### config.mk
export PLATFORM = sky130hd
export DESIGN_NAME = lif_neuron
export DESIGN_NICKNAME = d
export VERILOG_FILES = /design/src/rtl/lif_neuron.sv
export SDC_FILE = /design/constraint.sdc
export NUM_CORES = 1
export LEC_CHECK = 0
export CAP_MARGIN = 30
export CORE_ASPECT_RATIO = 0.8
export CORE_UTILIZATION = 59
export CTS_CLUSTER_DIAMETER = 60
export DETAILED_ROUTE_END_ITERATION = 10
export GPL_ROUTABILITY_DRIVEN = 0
export GPL_TIMING_DRIVEN = 1
export MAX_ROUTING_LAYER = met4
export PLACE_DENSITY = 0.9
export SLEW_MARGIN = 20
export SYNTH_ARGS = -nofsm -noshare
export SYNTH_HDL_FRONTEND = slang
export SYNTH_SLANG_ARGS = --single-unit
### constraint.sdc
create_clock -name clk -period 10.4 [get_ports clk]
set_input_delay 1.04 -clock clk [delete_from_list [all_inputs] [get_ports clk]]
set_output_delay 1.04 -clock clk [all_outputs]
set_load 0.005 [all_outputs]
### src/rtl/lif_neuron.sv
// Leaky integrate-and-fire neuron with signed synapses, periodic leak,
// saturating membrane potential and a refractory period after each spike.
module lif_neuron #(
  parameter int N_IN        = 4,
  parameter int W_WIDTH     = 4,
  parameter int ACC_WIDTH   = 8,
  parameter int REF_CYCLES  = 2,
  parameter int LEAK_PERIOD = 8
) (
  input  logic                      clk,
  input  logic                      rst,
  input  logic                      en,
  input  logic [N_IN-1:0]           spike_in,
  input  logic [N_IN-1:0]           sign_in,
  input  logic [N_IN*W_WIDTH-1:0]   weight,
  input  logic [ACC_WIDTH-1:0]      threshold,
  input  logic                      leak_en,
  input  logic                      out_sign_cfg,
  output logic                      spike_out,
  output logic                      sign_out,
  output logic [ACC_WIDTH-1:0]      potential,
  output logic                      refractory
);

  localparam int DW  = ACC_WIDTH + $clog2(N_IN) + W_WIDTH + 1;
  localparam int LCW = $clog2(LEAK_PERIOD + 1);

  localparam logic [0:0] S_INT = 1'b0;
  localparam logic [0:0] S_REF = 1'b1;

  localparam logic signed [DW-1:0] POT_MAX =
    $signed({{(DW-ACC_WIDTH){1'b0}}, {ACC_WIDTH{1'b1}}});

  logic [0:0]           state_q, state_d;
  logic [ACC_WIDTH-1:0] pot_q, pot_d;
  logic [7:0]           ref_q, ref_d;
  logic [LCW-1:0]       leak_q, leak_d;
  logic                 spike_q, spike_d;
  logic                 sign_q, sign_d;

  logic signed [DW-1:0] delta;
  logic signed [DW-1:0] sum;
  logic [ACC_WIDTH-1:0] leaked;
  logic [ACC_WIDTH-1:0] nxt;
  logic                 leak_tick;
  logic                 fire;

  always_comb begin
    delta = '0;
    for (int i = 0; i < N_IN; i++) begin
      if (spike_in[i]) begin
        if (sign_in[i])
          delta = delta + $signed({{(DW-W_WIDTH){1'b0}},
                                   weight[i*W_WIDTH +: W_WIDTH]});
        else
          delta = delta - $signed({{(DW-W_WIDTH){1'b0}},
                                   weight[i*W_WIDTH +: W_WIDTH]});
      end
    end
  end

  // Leak is taken before the synaptic delta, then the sum saturates.
  always_comb begin
    leak_tick = leak_en && (leak_q == LCW'(LEAK_PERIOD - 1));
    leaked    = (leak_tick && pot_q != '0) ? pot_q - 1'b1 : pot_q;
    sum       = $signed({{(DW-ACC_WIDTH){1'b0}}, leaked}) + delta;
    if (sum < 0)
      nxt = '0;
    else if (sum > POT_MAX)
      nxt = '1;
    else
      nxt = sum[ACC_WIDTH-1:0];
    fire = (state_q == S_INT) && en && (threshold != '0)
           && (nxt >= threshold);
  end

  always_comb begin
    state_d = state_q;
    pot_d   = pot_q;
    ref_d   = ref_q;
    leak_d  = leak_q;
    spike_d = 1'b0;
    sign_d  = 1'b0;
    if (en) begin
      unique case (state_q)
        S_INT: begin
          if (fire) begin
            pot_d   = '0;
            spike_d = 1'b1;
            sign_d  = out_sign_cfg;
            leak_d  = '0;
            if (REF_CYCLES != 0) begin
              state_d = S_REF;
              ref_d   = 8'(REF_CYCLES);
            end
          end else begin
            pot_d = nxt;
            if (!leak_en || leak_tick)
              leak_d = '0;
            else
              leak_d = leak_q + LCW'(1);
          end
        end
        S_REF: begin
          pot_d = '0;
          ref_d = ref_q - 8'd1;
          if (ref_q == 8'd1)
            state_d = S_INT;
        end
        default: state_d = S_INT;
      endcase
    end
  end

  always_ff @(posedge clk) begin
    if (rst) begin
      state_q <= S_INT;
      pot_q   <= '0;
      ref_q   <= '0;
      leak_q  <= '0;
      spike_q <= 1'b0;
      sign_q  <= 1'b0;
    end else begin
      state_q <= state_d;
      pot_q   <= pot_d;
      ref_q   <= ref_d;
      leak_q  <= leak_d;
      spike_q <= spike_d;
      sign_q  <= sign_d;
    end
  end

  assign spike_out  = spike_q;
  assign sign_out   = sign_q;
  assign potential  = pot_q;
  assign refractory = (state_q == S_REF);

endmodule

==> impl_metrics.yaml <==
status:
  status: "completed"
global_routing:
  grt_overflow: 0
  grt_usage_pct: 32.20
  grt_pass1_vias: 4372
  grt_max_degree: 22
  antenna_found_initial: 0
  grt_pass1_wl_mm: 20.18
worst_setup_path:
  worst_setup_path_start_kind: "input port"
  cp_slowest_cell: "clkdlybuf4s50_1"
  cp.depth: 40
  critPathMaxFanout: 8
  ff2ff_setup_slack_ns: 3.56
  slowest_delay_ns: 0.50
  cp-end-kind: "register"
  crit_required_ns: 10.60
  worstSetupEndpoint: "potential[4]"
  r2r_start: "potential[2]"
  worstRegToRegCells: 29
  critical_path_arrival_ns: 10.06
  crit_family: "compound AO/OA/AOI/OAI gates"
  regToRegEndpoint: "ref_q[7]"
  critPathKind: "input port to register"
  cp.buffers_inverters: 2
  startpoint: "weight[0]"
pwr:
  ir_worst_vdd_mv: 0.1470
  p_sw_share_pct: 49.69
  clkPwrFrac_pct: 6.3
  power_mw: 0.8595
  p_sw_mw: 0.4271
  cellLeakagePower_nw: 2.309
  p_int_mw: 0.4324
  power_density_nw_per_um2: 167.1
  sequentialPowerShare_pct: 15.6
  power_frac_comb_pct: 78.1
sta:
  relSlewSlack_pct: 39.39
  rsz0062_at_grt: "no"
  period_minus_slack_ns: 9.856
  hold_violations: 0
  maxSlewViolCount: 0
  finalClockSkew_ns: 0.004144
  fmax_mhz: 101.5
  period_share_pct: 94.77
  tns_ns: 0
  setup_viol: 0
  worst_pin_slew_ns: 0.9063
routing:
  firstDrtPassIters: 6
  vias: 4838
  via_per_inst: 6.434
  drt-wirelength-per-cell_um: 16.78
  wl_mm: 12.62
  drt_iter0_drc: 458
  ant_nets: 0
  drcViolationCount: 0
placed_design:
  dp_hpwl_mm: 10.39
  numPortBuffers: 47
cts:
  clk_path_buf_depth: 2
  clock_sinks: 23
  clk_latency_ns: 0.26
  cts_tree: "built"
  ctsRootBufferMaster: "clkbuf_8"
  cts_hold_buf: 0
  numCtsBuffers: 3
  path_clk_slew_ns: 0.08
  htreeDepth: 1
layout:
  final_util_pct: 69.60
  layout.nets: 752
  area_delta_synth_final_pct: 13.87
  antenna_cells: 0
  drive_gt1_share_pct: 9.274
logic_synthesis:
  syn_inst: 603
  avgSynthCellArea_um2: 7.493
  netlist_area_um2: 4518
  ys.flop_type: "dfxtp_1"
  synthTopCellsByArea: "ha_1 (17%), dfxtp_1 (10%), a21oi_1 (7.2%)"
  synth_edf_count: 0
  ys_warn_count: 0
  synth-seq-cells: 23
  ys_types: 77
  synth_top_area_share_pct: 17.45
  synth_top_cell_by_area: "ha_1"
  synth-seq-area-share_pct: 10.19
  synth-async-reset-ratio_pct: 0
  syn_nets: 707
hold_path:
  hp-class: "register to register"
  whs_path_depth: 2
  hold_start: "ref_q[6]"
run:
  cap_violations: 0
die:
  ios: 48
  initial_utilization_pct: 61.12
  die_y_um: 80.27
  rows: 28
  dieWidth_um: 99.84
  core_um2: 7392
  die_area_um2: 8014
==> state kept, by name, summed over array words and instances (netlist names) <==
register,count
sign_out,1
leak_q,4
ref_q,8
spike_out,1
potential,8
refractory,1
==> per-layer routing <==
layer / wire [um] / global-route usage [%] / part of all wire [%]
met1: 5705 / 43.66 / 45
met2: 5496 / 50.69 / 44
met3: 1252 / 5.396 / 9.9
met4: 168 / 5.882 / 1.3
met5: 0 / - / 0
==> cell type report <==
| cell class | count | area (um^2) |
|---|---|---|
| multi-input combinational | 525 | 3827 |
| tap | 105 | 131.4 |
| clock buffer | 4 | 45.04 |
| fill | 567 | 2247 |
| timing repair buffer | 55 | 530.5 |
| sequential | 23 | 460.4 |
| inverter | 40 | 150.1 |
==> logic make-up after synthesis <==
logic type | share of synthesized area [%]
and+or+nand+nor | 22.65
AOI/OAI and AO/OA | 28.77
adders and majority gates | 19.22
buffers and inverters | 5.400
xor gates and xnor gates | 8.419
DFF | 10.19
muxes | 5.345
==> power by group through the flow <==
stage	Sequential (mW)	Clock, mW	Combinational, mW
2_1_floorplan	0.130	0	0.481
5_1_grt	0.137	0.0581	0.737
6_report	0.134	0.0543	0.671
3_3_place_gp	0.133	0	0.618
3_5_place_dp	0.135	0	0.647
4_1_cts	0.133	0.0548	0.652
==> cells in the mapped netlist (4+ instances only) <==
cell,instances
nand2_1,46
nor3b_1,4
dfxtp_1,23
o21ai_0,29
nor2b_1,5
ha_1,63
mux2i_1,5
o21ai_2,6
nor3_1,26
xor2_1,24
nor4_1,5
mux2_2,17
a21o_1,16
a31oi_1,5
xnor2_1,15
a211o_1,5
inv_1,39
clkbuf_1,6
a211oi_1,8
nand2b_1,10
buf_6,4
a21oi_1,65
or3_1,15
nor2_1,54
o21a_1,4
o211ai_1,7
a21boi_0,5
fa_1,4
nand3_1,11
==> worst min-delay path, stage by stage, from the launching register on <==
cell and delay [ns]:
dfxtp_1 0.32, o21ai_0 0.07, a21oi_1 0.06
==> layout by cell type (no fill, tap or decap), types with 4 or more instances in the layout <==
cell type,count
a21oi_1,65
ha_1,63
nor2_1,54
clkdlybuf4s50_1,47
nand2_1,46
inv_1,39
o21ai_0,28
nor3_1,26
xor2_1,24
dfxtp_1,23
mux2_2,17
a21o_1,16
xnor2_1,15
or3_1,14
nand3_1,11
nand2b_1,10
a211oi_1,8
buf_4,8
o211ai_1,7
o21ai_2,7
a21boi_0,5
a211o_1,5
nor2b_1,5
mux2i_1,5
a31oi_1,5
nor4_1,5
nor3b_1,4
o21a_1,4
fa_1,4
==> worst min path at each step <==
| stage | to | slack (ns) |
|---|---|---|
| 5_1_grt | ref_q[7] | 0.51 |
| 3_3_place_gp | ref_q[7] | 0.46 |
| 2_1_floorplan | ref_q[7] | 0.45 |
| 3_5_place_dp | ref_q[6] | 0.48 |
| 4_1_cts | ref_q[6] | 0.49 |
| 6_report | ref_q[6] | 0.48 |
==> through the flow <==
step           hold WS (ns)  cell area [um^2]  instances  worst slack [ns]
3_3_place_gp         0.4618              5086        748            0.4961
2_1_floorplan        0.4461              4518        603             1.537
6_report             0.4832              5145        752            0.5443
5_1_grt              0.5120              5145        752           0.05996
3_5_place_dp         0.4755              5086        748            0.2918
4_1_cts              0.4873              5131        752            0.5020
==> what timing repair did <==
action,4_1_cts,5_1_grt
setup buffers,0,0
endpoints found under the setup margin,0,15
resized for setup,0,5
Power figures use the tool's default switching activity.
